$ cat config.mk
export PLATFORM = sky130hd
export DESIGN_NAME = lp805x_sfifo
export DESIGN_NICKNAME = d
export VERILOG_FILES = /design/src/rtl/lp805x_sfifo_pkg.sv /design/src/rtl/lp805x_sfifo_mem.sv /design/src/rtl/lp805x_sfifo.sv
export VERILOG_INCLUDE_DIRS = /design/src /design/src/rtl
export SDC_FILE = /design/constraint.sdc
export NUM_CORES = 1
export LEC_CHECK = 0
export CAP_MARGIN = 10
export CORE_MARGIN = 1.5
export CORE_UTILIZATION = 55
export DETAILED_ROUTE_END_ITERATION = 8
export HOLD_SLACK_MARGIN = 0.15
export PLACE_DENSITY = 0.79
export SLEW_MARGIN = 20
export SYNTH_ARGS = -nofsm -noshare
export SYNTH_HDL_FRONTEND = slang
export SYNTH_HIERARCHICAL = 1
export SYNTH_SLANG_ARGS = --single-unit
$ cat constraint.sdc
create_clock -name clk -period 5.1 [get_ports clk]
set_input_delay 1.53 -clock clk [delete_from_list [all_inputs] [get_ports clk]]
set_output_delay 1.53 -clock clk [all_outputs]
set_load 0.01 [all_outputs]
$ cat src/rtl/lp805x_fifo_defs.vh
// Shared constants for the lp805x FIFO family.
// Holds the default word width and depth, and the guard for the
// LP805X_SFIFO_FWFT_EN build macro (first-word-fall-through read port).
`ifndef LP805X_FIFO_DEFS_VH
`define LP805X_FIFO_DEFS_VH

// Default stored word width in bits.
`define LP805X_FIFO_DATA_WIDTH 40

// Default log2 of FIFO depth.
`define LP805X_FIFO_ADDR_WIDTH 2

// Read-port mode selected by LP805X_SFIFO_FWFT_EN:
//   1 = data_out shows the head word combinationally whenever rrdy is high
//   0 = data_out is a register loaded on each accepted read
`ifdef LP805X_SFIFO_FWFT_EN
  `define LP805X_SFIFO_FWFT_MODE 1
`else
  `define LP805X_SFIFO_FWFT_MODE 0
`endif

`endif

$ cat src/rtl/lp805x_sfifo_pkg.sv
// lp805x_sfifo_pkg: shared types and defaults for the synchronous FIFO.
`include "lp805x_fifo_defs.vh"

package lp805x_sfifo_pkg;

  // Default geometry, taken from the shared include.
  localparam int DEF_DATA_WIDTH = `LP805X_FIFO_DATA_WIDTH;
  localparam int DEF_ADDR_WIDTH = `LP805X_FIFO_ADDR_WIDTH;

  // What the FIFO does to its occupancy in one cycle.
  typedef enum logic [1:0] {
    OP_IDLE = 2'b00,
    OP_PUSH = 2'b01,
    OP_POP  = 2'b10,
    OP_BOTH = 2'b11
  } fifo_op_e;

  // Combine the accepted write/read strobes into a single operation code.
  function automatic fifo_op_e decode_op(input logic wr_acc, input logic rd_acc);
    fifo_op_e op;
    case ({rd_acc, wr_acc})
      2'b01:   op = OP_PUSH;
      2'b10:   op = OP_POP;
      2'b11:   op = OP_BOTH;
      default: op = OP_IDLE;
    endcase
    return op;
  endfunction

endpackage

$ cat src/rtl/lp805x_sfifo_mem.sv
// lp805x_sfifo_mem: FIFO storage array, one synchronous write port and
// one asynchronous read port.
module lp805x_sfifo_mem #(
  parameter int DATA_WIDTH = 40,
  parameter int ADDR_WIDTH = 2
) (
  input  logic                  clk,
  input  logic                  we,
  input  logic [ADDR_WIDTH-1:0] waddr,
  input  logic [DATA_WIDTH-1:0] wdata,
  input  logic [ADDR_WIDTH-1:0] raddr,
  output logic [DATA_WIDTH-1:0] rdata
);

  localparam int DEPTH = 1 << ADDR_WIDTH;

  logic [DATA_WIDTH-1:0] mem [DEPTH];

  // Write the addressed word on an accepted push.
  // NOTE: the array has no reset; contents are only ever read after being
  // written, and a reset would prevent mapping onto RAM/LUT-RAM primitives.
  always_ff @(posedge clk) begin
    if (we) begin
      mem[waddr] <= wdata;
    end
  end

  assign rdata = mem[raddr];

endmodule

$ cat src/rtl/lp805x_sfifo.sv
// lp805x_sfifo: single-clock FIFO with occupancy count, almost-full /
// almost-empty flags and a sticky overflow/underflow error flag.
// Build macro LP805X_SFIFO_FWFT_EN selects a first-word-fall-through read
// port; by default data_out is registered with one cycle of read latency.
`include "lp805x_fifo_defs.vh"

module lp805x_sfifo
  import lp805x_sfifo_pkg::*;
#(
  parameter int DATA_WIDTH = DEF_DATA_WIDTH,
  parameter int ADDR_WIDTH = DEF_ADDR_WIDTH,
  parameter int AFULL_LVL  = (1 << ADDR_WIDTH) - 1,
  parameter int AEMPTY_LVL = 1
) (
  input  logic                  clk,
  input  logic                  rst_n,
  input  logic [DATA_WIDTH-1:0] data_in,
  input  logic                  wput,
  output logic                  wrdy,
  output logic [DATA_WIDTH-1:0] data_out,
  input  logic                  rget,
  output logic                  rrdy,
  input  logic                  flush,
  output logic [ADDR_WIDTH:0]   count,
  output logic                  afull,
  output logic                  aempty,
  output logic                  err
);

  localparam int DEPTH = 1 << ADDR_WIDTH;

  typedef logic [ADDR_WIDTH-1:0] ptr_t;
  typedef logic [ADDR_WIDTH:0]   cnt_t;

  localparam cnt_t FULL_CNT = cnt_t'(DEPTH);

  ptr_t                  wptr;
  ptr_t                  rptr;
  cnt_t                  count_q;
  logic                  err_q;
  logic [DATA_WIDTH-1:0] rd_data;

  logic                  wr_acc;
  logic                  rd_acc;
  logic                  reject;
  fifo_op_e              op;

  // Ready flags depend only on registered occupancy, never on requests.
  assign wrdy = (count_q != FULL_CNT);
  assign rrdy = (count_q != '0);

  // A flush swallows both requests, so nothing is accepted or rejected then.
  assign wr_acc = wput & wrdy & ~flush;
  assign rd_acc = rget & rrdy & ~flush;
  assign reject = ~flush & ((wput & ~wrdy) | (rget & ~rrdy));
  assign op     = decode_op(wr_acc, rd_acc);

  // Pointers, occupancy and sticky error; flush has priority over traffic.
  // NOTE: sequential state uses non-blocking assignments so every register
  // samples pre-edge values regardless of statement order.
  always_ff @(posedge clk or negedge rst_n) begin
    if (!rst_n) begin
      wptr    <= '0;
      rptr    <= '0;
      count_q <= '0;
      err_q   <= 1'b0;
    end else if (flush) begin
      wptr    <= '0;
      rptr    <= '0;
      count_q <= '0;
      err_q   <= 1'b0;
    end else begin
      if (wr_acc) begin
        wptr <= wptr + ptr_t'(1);
      end
      if (rd_acc) begin
        rptr <= rptr + ptr_t'(1);
      end
      case (op)
        OP_PUSH: count_q <= count_q + cnt_t'(1);
        OP_POP:  count_q <= count_q - cnt_t'(1);
        default: count_q <= count_q;
      endcase
      if (reject) begin
        err_q <= 1'b1;
      end
    end
  end

  lp805x_sfifo_mem #(
    .DATA_WIDTH (DATA_WIDTH),
    .ADDR_WIDTH (ADDR_WIDTH)
  ) u_mem (
    .clk   (clk),
    .we    (wr_acc),
    .waddr (wptr),
    .wdata (data_in),
    .raddr (rptr),
    .rdata (rd_data)
  );

`ifdef LP805X_SFIFO_FWFT_EN
  // Head word is visible as soon as it is stored; a read just moves rptr on.
  assign data_out = rd_data;
`else
  logic [DATA_WIDTH-1:0] data_out_q;

  // Capture the head word on the edge that accepts a read; hold otherwise,
  // including across flush.
  always_ff @(posedge clk or negedge rst_n) begin
    if (!rst_n) begin
      data_out_q <= '0;
    end else if (rd_acc) begin
      data_out_q <= rd_data;
    end
  end

  assign data_out = data_out_q;
`endif

  assign count  = count_q;
  assign err    = err_q;
  assign afull  = (int'(count_q) >= AFULL_LVL);
  assign aempty = (int'(count_q) <= AEMPTY_LVL);

endmodule

* Yosys cells after proc, flatten, opt, wreduce, memory -nomap -nowiden
Memory sizes are Yosys's and may differ from the RTL's. A register that Yosys moved wholly into a read port is not among the register bits. Index checks and enable logic that the tools add are counted.
Operators by class: bitwise operators 11, add/sub/neg operators 4, equality and inequality tests 6, muxes and demuxes 11, order comparisons 2, reductions and logical operators 6
Operator list (number):
- 2-bit two-way mux | 4
- 1-bit bitwise AND | 7
- 2-bit == test, second input constant | 3
- 2-bit one-hot mux with 3 select lines | 1
- 3-bit one-hot mux with 2 select lines | 1
- 2-bit nonzero test | 3
- 3-bit nonzero test | 2
- 2-bit by 1-bit adder with 2-bit output, second input constant | 2
- 2-bit by 1-bit == test with 1-bit output, second input constant | 2
- 1-bit two-way mux | 4
- 3-bit by 1-bit adder with 3-bit output, second input constant | 1
- 3-bit by 2-bit >= comparator with 1-bit output, second input constant | 1
- 3-bit by 1-bit <= comparator with 1-bit output, second input constant | 1
- 3-bit two-way mux | 1
- 3-bit inequality test, second input constant | 1
- 1-bit inverter | 3
- 3-bit by 1-bit subtractor with 3-bit output, second input constant | 1
- 1-bit logical NOT | 1
- 1-bit bitwise OR | 1
Word-level totals: memories kept 1, memory bits (writable) 160, bits in registers 8, output and inout port bits 48, input port bits 45, word-level logic and storage cells 45
Memory list:
- u_mem.mem | words 4, bits a word 40, read ports 1, clocked after memory_dff 1, wr ports 1, RTL line lp805x_sfifo_mem.sv:17 | logic [DATA_WIDTH-1:0] mem [DEPTH];

* Logic depth before layout (Yosys ltp)
Gate-level depths: netlist of run 1.
depth after elaboration 8, gate-level depth with buffers 7, depth with buffers taken out 7

* Cells and area by module
The synthesis of run 1 kept the hierarchy.
By module, submodules not included:
- lp805x_sfifo_mem | sequential area each 4804.6 µm², times used 1, area an instance 5848.1 µm², cells an instance 213
- lp805x_sfifo | sequential area each 1201.2 µm², times used 1, area an instance 2054.5 µm², cells an instance 146

* Worst setup path before layout of run 1
OpenSTA, ideal clock, no wires.
path type input-to-reg, from in flush, to mem u_mem.mem[0][0], enable pin, path buffers 1, path slack -0.228 ns, data required time 4.605 ns, arrival 4.833 ns, stages on the path 3, cell sequence buf_2 -> nor2_1 -> nor3b_1
On the way: cells in the longest elaborated chain, start to end 4
Ends and longest elaborated chain:
- start, declared | RTL line lp805x_sfifo.sv:23 | input logic flush,
- 1-bit inverter | RTL line lp805x_sfifo.sv:53 | assign wr_acc = wput & wrdy & ~flush;
- 1-bit bitwise AND | RTL line lp805x_sfifo.sv:53
- named net wr_acc | RTL line lp805x_sfifo.sv:43 | logic wr_acc;
- 1-bit two-way mux | RTL line lp805x_sfifo_mem.sv:23 | if (we) begin
- 1-bit two-way mux (implied by the code) | RTL line lp805x_sfifo_mem.sv:24 | mem[waddr] <= wdata;
- end, declared | RTL line lp805x_sfifo_mem.sv:17
The timed path passes the listed nets, and every way through them passes these cells.

* Worst setup path in the final report of run 1
from reg count_q[0], in the netlist count[0], to out rrdy
On the way: cells in the longest elaborated chain, start to end 1
Ends and longest elaborated chain:
- start, declared | RTL line lp805x_sfifo.sv:39 | cnt_t count_q;
- start signal, assigned | RTL line lp805x_sfifo.sv:80 | OP_PUSH: count_q <= count_q + cnt_t'(1);
- start signal, assigned | RTL line lp805x_sfifo.sv:81 | OP_POP: count_q <= count_q - cnt_t'(1);
- start signal, assigned | RTL line lp805x_sfifo.sv:82 | default: count_q <= count_q;
- 3-bit nonzero test | RTL line lp805x_sfifo.sv:50 | assign rrdy = (count_q != '0);
- end, declared | RTL line lp805x_sfifo.sv:22 | output logic rrdy,
Every way passes these cells.

==> results of run 1 <==
[sequential cells by signal (all words and copies together), names as in the netlist]
name       count
u_mem/mem    160
rptr           2
err            1
wptr           2
data_out      40
count          3
[per-layer routing]
metal / vias to the layer above / wire length [microns] / share of wire / GRT usage
met5: - / 0 / 0 / 0
met4: 0 / 253 / 0.018 / 0.0596
met3: 15 / 630 / 0.045 / 0.0302
met2: 104 / 7320 / 0.52 / 0.328
met1: 1984 / 5830 / 0.42 / 0.269
li1: 1640 / - / - / -
[final cells by class]
type,instances,share of cell area
Sequential cell,208,0.627
Timing Repair Buffer,95,0.0979
Multi-Input combinational cell,131,0.181
Inverter,4,0.00183
Tap cell,180,0.0235
Clock inverter,3,0.00196
Clock buffer,33,0.0669
[power by group]
group	switching (mW)	leakage, nW	internal, mW	total (mW)
Clock	0.588	0.326	0.862	1.45
Combinational	0.328	0.906	0.573	0.901
Sequential	0.158	2.03	2.05	2.21
[cells by family (layout without fill, tap and decap cells)]
logic type,Yosys count,after routing,share of synthesized area
mux,81,81,0.172
flops,208,208,0.760
compound gates,14,14,0.0106
xor+xnor,6,6,0.00665
buf+inv,20,135,0.0236
simple gates,25,25,0.0188
fa+ha+maj,5,5,0.00792
[worst reg2reg max path, cell delays in order (launching register included)]
cell,delay (ps)
dfrtp_1,420
inv_1,130
ha_1,280
nand2_1,150
nand2_1,100
nor2_1,250
and3_2,950
[metrics by stage]
step	setup WS, ps	instances	instance area [sq um]	total power [mW]	hold WS, ps
2_1_floorplan	1210	359	7910	2.68	526
6_report	1420	654	9590	4.56	486
3_5_place_dp	1220	618	8920	3.15	483
4_1_cts	1380	654	9590	4.60	497
5_1_grt	1300	654	9590	4.74	518
3_3_place_gp	1310	618	8920	3.12	475
[layout by cell type, fill, tap and decap left out, types with 5 or more instances in the layout]
cell type,n
edfxtp_1,160
clkdlybuf4s50_1,91
dfrtp_1,46
mux4_2,40
mux2_2,38
clkbuf_16,22
nor2_1,8
a21oi_1,6
clkbuf_1,6
xor2_1,5
ha_1,5
clkbuf_8,5
[worst max-delay path by stage]
stage	slack, ps	startpoint	end	cells after the start
floorplan	1210	flush	u_mem/mem[0][0]$_DFFE_PP_	3
global placement	1310	flush	u_mem/mem[1][33]$_DFFE_PP_	3
detailed placement	1220	flush	u_mem/mem[2][35]$_DFFE_PP_	3
CTS	1380	count[0]$_DFFE_PN0P_	rrdy	5
global route	1300	count[0]$_DFFE_PN0P_	rrdy	5
finish	1420	count[0]$_DFFE_PN0P_	rrdy	5
==> impl_metrics.ini, run 1 <==
[worst_hold_path]
hold_depth = 1
min-delay-path-class = flop to flop
hp-start = data_out[21]$_DFFE_PN0P_
whs_endpoint = data_out[21]$_DFFE_PN0P_

[placed_design]
hpwl_microns = 8050
numPortBuffers = 92
globalplace.congestion = 0.837

[global_route]
grt_start_max_net_pins = 49
track_usage = 0.196
overflow = 0
grt_pass1_wl_microns = 21900
antenna_found_initial = 0
grt_pass1_vias = 4016

[floorplanning]
die_width_microns = 123
die_h_microns = 123
core_area_sq_mm = 0.0139
fp.dieArea_sq_mm = 0.0151
rows = 43
initial_utilization = 0.567
ios = 93

[clock_network]
path_clk_slew_ps = 60
clk_latency_ps = 480
cts.root.buffer_cell = clkbuf_16
post_cts_resized = 0
h-tree-depth = 1
numCtsBuffers = 20
post_cts_buffers = 0
postCtsHoldBufs = 0
cts.path.max_buffers = 3
cts_tree = built
cts_sinks = 208

[final_layout]
syn_to_final_growth_pct = 21.3
drive_above_1_share = 0.262
fillerInstances = 861
nNetsFinal = 510
finish.utilization = 0.688
regArea_sq_mm = 0.00601
multi_input_area_sq_mm = 0.00174
diodes = 0

[logic_synthesis]
syn_area_per_cell_sq_um = 22.0
yosysUniqueCellTypes = 31
synth_ff_type = edfxtp_1
ys_top_cells_by_area = edfxtp_1 (61%), dfrtp_1 (15%), mux4_2 (11%)
synth_nets = 409
ys_ff_latch = 208
synthCells = 359
netlist.area_leader.share = 0.608
yosys_warnings = 6
synth_most_common_cell = edfxtp_1
ys_seq_area_frac = 0.760
yosys.area.top_type = edfxtp_1
async_reset_ff_frac = 0.231
syn-cell-area_sq_mm = 0.00790
synth_commonest_cells = edfxtp_1 (160), dfrtp_1 (48), mux4_2 (40)
synth_edf_count = 160

[status]
outcome = finished, final reports clean

[critical_path]
critPathArrivalTime_ps = 2150
cp_top_family = buffers and inverters
critical_path.max_fanout = 5
r2r_cells = 6
reg2reg_slack_ps = 2410
endpoint_kind = output pin
r2r-start = count[0]$_DFFE_PN0P_
crit_path_max_incr_delay_ps = 490
critPathLaunchType = flop
cp_cell_sequence = inv_1 > ha_1 > nor2b_4 > inv_4 > clkdlybuf4s50_1
critPathKind = flop to output pin
worst-path-buf-inv = 3
worstPathRequired_ps = 3570
cp_slowest_cell = clkdlybuf4s50_1
r2r_end = u_mem/mem[3][36]$_DFFE_PP_

[timing]
rsz0062_at_grt = no
min_period_over_period = 0.722
worst_pin_slew_ps = 1090
finalSetupViolations = 0
skew_ps = 11.1
drv_slew = 0
finalSetupTns_ps = 0
finalHoldViolCount = 0
min_period_ps = 3680
max_freq_mhz = 272
relSlewSlack = 0.276

[detailed_routing]
first_pass_iters = 4
viasPerCell = 5.72
ant_nets = 0
totalWireLength_microns = 14000
routedWlPerCell_microns = 21.5
drtIter0Drc = 248
drcViolationCount = 0
dr_total_vias = 3743

[power_and_ir_drop]
leakage_nw = 3.26
power.density_mw_per_mm2 = 475
irDropWorstVdd_uv = 350

[run]
cap_violations = 0
Power figures use the tool's default switching activity.
==> run 2: changes to the inputs <==
==> constraint.sdc (replaced) <==
create_clock -name clk -period 3.7 [get_ports clk]
set_input_delay 1.11 -clock clk [delete_from_list [all_inputs] [get_ports clk]]
set_output_delay 1.11 -clock clk [all_outputs]
set_load 0.01 [all_outputs]
==> run 2 against run 1 <==
Routed wire length is 2.9% higher. Critical endpoint unchanged. Largest power group unchanged. Combinational power is 39% higher. Critical path type unchanged. Global-route usage is 0.54 points higher.
==> impl_metrics.ini, run 2 (synthesis gave the netlist of run 1 again) <==
[clock_network]
cts_sinks = 208
cts.path.max_buffers = 3
h-tree-depth = 1
path_clk_slew_ps = 60
clk_latency_ps = 480
postCtsHoldBufs = 0
post_cts_buffers = 0
cts.root.buffer_cell = clkbuf_16
numCtsBuffers = 21
cts_tree = built
post_cts_resized = 0

[power_and_ir_drop]
leakage_nw = 3.30
power.density_mw_per_mm2 = 656
irDropWorstVdd_uv = 451

[detailed_routing]
first_pass_iters = 4
routedWlPerCell_microns = 21.9
totalWireLength_microns = 14400
drtIter0Drc = 361
ant_nets = 0
viasPerCell = 5.78
dr_total_vias = 3816
drcViolationCount = 0

[run]
cap_violations = 0

[critical_path]
r2r_end = u_mem/mem[1][35]$_DFFE_PP_
r2r_cells = 7
cp_slowest_cell = clkdlybuf4s50_1
cp.depth = 5
critPathLaunchType = flop
critPathArrivalTime_ps = 2130
crit_path_max_incr_delay_ps = 490
r2r-start = count[0]$_DFFE_PN0P_
critPathKind = flop to output pin
worstPathRequired_ps = 2590
critical_path.max_fanout = 5
reg2reg_slack_ps = 1280
endpoint_kind = output pin
cp_cell_sequence = inv_1 > ha_1 > nor2b_4 > inv_4 > clkdlybuf4s50_1
cp_top_family = buffers and inverters
worst-path-buf-inv = 3

[final_layout]
top_register = u_mem/mem
fillerInstances = 844
final_cell_mix = edfxtp_1 (160), clkdlybuf4s50_1 (91), dfrtp_1 (46)
drive_above_1_share = 0.263
postLayoutCellArea_sq_mm = 0.00968
multi_input_area_sq_mm = 0.00173
regArea_sq_mm = 0.00601
final_common_cell = edfxtp_1
nNetsFinal = 515
syn_to_final_growth_pct = 22.5
instances_no_fill = 660
largest_reg_flops = 160

[placed_design]
globalplace.congestion = 0.725
numPortBuffers = 92
dp.cells = 622
hpwl_microns = 8690
place_area_sq_mm = 0.00900

[floorplanning]
die_h_microns = 123
ios = 93
initial_utilization = 0.567
fp.dieArea_sq_mm = 0.0151
rows = 43
die_width_microns = 123
core_area_sq_mm = 0.0139

[timing]
max_freq_mhz = 309
finalHoldViolCount = 0
drv_slew = 0
finalSetupTns_ps = 0
whs_ps = 485
finalSetupViolations = 0
relSlewSlack = 0.304
worst_pin_slew_ps = 1040
min_period_ps = 3240
skew_ps = 20.2
rsz0062_at_grt = no
min_period_over_period = 0.876

[global_route]
grt_start_max_net_pins = 43
grt_pass1_wl_microns = 22500
grt_pass1_vias = 4059
antenna_found_initial = 1
track_usage = 0.201
overflow = 0

[worst_hold_path]
hp-start = data_out[19]$_DFFE_PN0P_
whs_endpoint = data_out[19]$_DFFE_PN0P_
hold_depth = 1
min-delay-path-class = flop to flop

[status]
outcome = finished, final reports clean
==> run 2: cell count changes in the layout (fill, tap and decap cells not counted), sizes merged <==
cell,change
buf,+4
bufinv,+3
clkbuf,-6
clkinv,+5
diode,+1
inv,-1
==> run 2: per-stage QoR <==
stage	power, mW	util	worst slack (ps)
2_1_floorplan	3.69	-	229
6_report	6.35	0.694	459
3_3_place_gp	4.31	0.646	591
4_1_cts	6.42	0.694	439
3_5_place_dp	4.36	0.646	503
5_1_grt	6.62	0.694	338
==> run 2: worst max path at each step <==
stage,startpoint,endpoint,slack (ps)
2_1_floorplan,flush,u_mem/mem[0][0]$_DFFE_PP_,230
4_1_cts,count[0]$_DFFE_PN0P_,rrdy,440
3_3_place_gp,flush,u_mem/mem[1][35]$_DFFE_PP_,590
5_1_grt,count[1]$_DFFE_PN0P_,rrdy,340
6_report,count[0]$_DFFE_PN0P_,rrdy,460
3_5_place_dp,flush,u_mem/mem[3][19]$_DFFE_PP_,500
==> run 2: area by class of cell <==
class,count,share of cell area
flip-flops and latches,208,0.621
multi-input cells,131,0.179
repair buffers,99,0.105
clock buffers,27,0.0566
well taps,180,0.0233
clock inverters,10,0.0125
inverters,4,0.00181
diodes,1,0.000259
==> run 2: worst register-to-register path, delay by kind of cell (launching register included) <==
kind / cells / cell delay, ps
adders and majority gates: 1 / 270
buffers and inverters: 2 / 390
and+or+nand+nor: 4 / 1010
DFF: 1 / 410
==> run 2: power breakdown <==
group | total (mW) | switching, mW | internal [mW] | leakage (nW)
sequential | 3.04 | 0.213 | 2.82 | 2.03
clock | 2.05 | 0.802 | 1.25 | 0.329
combinational | 1.25 | 0.458 | 0.797 | 0.942
total | 6.35 | 1.47 | 4.87 | 3.30
==> run 2: metal layers <==
| layer | up-vias | wire [microns] | part of all wire | GRT usage |
|---|---|---|---|---|
| li1 | 1655 | - | - | - |
| met1 | 1985 | 5710 | 0.40 | 0.266 |
| met2 | 156 | 7590 | 0.53 | 0.347 |
| met3 | 20 | 949 | 0.066 | 0.0404 |
| met4 | 0 | 182 | 0.013 | 0.0487 |
| met5 | - | 0 | 0 | 0 |
==> variant: new RTL, settings of run 2 <==
Register the output `count` once more, without a reset; this adds one clock of latency there. The other outputs are not delayed to match.
--- a/src/rtl/lp805x_sfifo.sv
+++ b/src/rtl/lp805x_sfifo.sv
@@ -119,5 +119,7 @@
 `endif
 
-  assign count  = count_q;
+  always_ff @(posedge clk) begin
+    count <= count_q;
+  end
   assign err    = err_q;
   assign afull  = (int'(count_q) >= AFULL_LVL);
Behaviour: not the same (a bounded check fails within 4 cycles, from zero or initial values and one cycle with rst_n low).
==> variant against run 2 <==
  * Area after synthesis rose by 0.76%
  * Total power rose by 0.58%
  * Sequential cell count rose by 3
  * Critical path depth did not move
  * Setup slack improved by 63 ps
  * Maximum frequency rose by 2.0%
  * Wire length rose by 0.84%
  * Final area rose by 0.76%
  * Critical path type unchanged
  * Largest power group unchanged
==> variant: results <==
metrics = {
    "status": {
        "status": "complete, no violations",
    },
    "synthesis": {
        "synth_cell_type_count": 32,
        "synth_area_leaders": "edfxtp_1 (60%), dfrtp_1 (15%), mux4_2 (11%), mux2_2 (5.4%), buf_12 (1.0%)",
        "synth-main-ff-cell": "edfxtp_1",
        "syn_nets": 412,
        "seq_area_frac_synth": 0.7618,
        "async_flop_share": 0.2275,
        "syn_inst": 362,
    },
    "cells_and_area": {
        "final_cells": 665,
        "drive_gt1_frac": 0.2645,
        "largest_register": "u_mem/mem",
    },
    "placed_design": {
        "place_area_sq_mm": 0.009097,
        "dp_hpwl_um": 8516,
        "place_congestion": 0.8194,
    },
    "sta": {
        "whs_ps": 432.6,
        "max_slew_margin": 0.3097,
    },
    "min_path": {
        "holdPathEnd": "count[1]",
        "hold_depth": 0,
        "worstHoldStart": "count_q[1]",
    },
    "drt": {
        "wl_met3_um": 880,
        "wl_per_cell_um": 21.89,
        "wl_met2_um": 7262,
        "dr.first_iter.drc_count": 223,
        "vias": 3798,
        "wl_met1_um": 6221,
    },
    "pwr": {
        "p_switching_mw": 1.514,
        "peakVddDrop_mv": 0.4553,
        "leakagePower_nw": 3.331,
    },
    "setup_path": {
        "reg2reg_slack_ps": 1430,
        "worstReg2RegStart": "count_q[0]",
        "r2r_end": "u_mem/mem[1][7]",
        "cp.arrival_ps": 2070,
    },
    "global_routing": {
        "grt_use_met1": 0.2822,
        "met2_usage": 0.3271,
        "grt_pass1_wl_um": 22320,
        "grt_usage": 0.1984,
        "grt_util_met3": 0.03736,
    },
}
-- variant: power by group through the flow --
stage               Combinational, mW  Clock [mW]  Sequential (mW)
floorplan                       0.582           0             3.15
global placement                 1.26           0             3.12
detailed placement               1.30           0             3.13
CTS                              1.31        2.05             3.09
global route                     1.38        2.14             3.13
finish                           1.29        2.01             3.09
-- variant: final cells by class --
class                           instances  area (sq um)
Sequential cell                       211          6068
Fill cell                             860          4238
Antenna cell                            1         2.502
Timing Repair Buffer                  102          1054
Tap cell                              180         225.2
Clock inverter                          8         88.84
Inverter                                4         17.52
Multi-Input combinational cell        131          1733
Clock buffer                           28         561.8
-- variant: logic make-up after synthesis --
family / share of synthesized area
AO/OA/AOI/OAI: 0.01053
adder cells (fa/ha/maj): 0.007857
XOR/XNOR: 0.006600
flip-flops: 0.7618
AND/OR/NAND/NOR: 0.01870
buffers and inverters: 0.02341
multiplexers: 0.1711
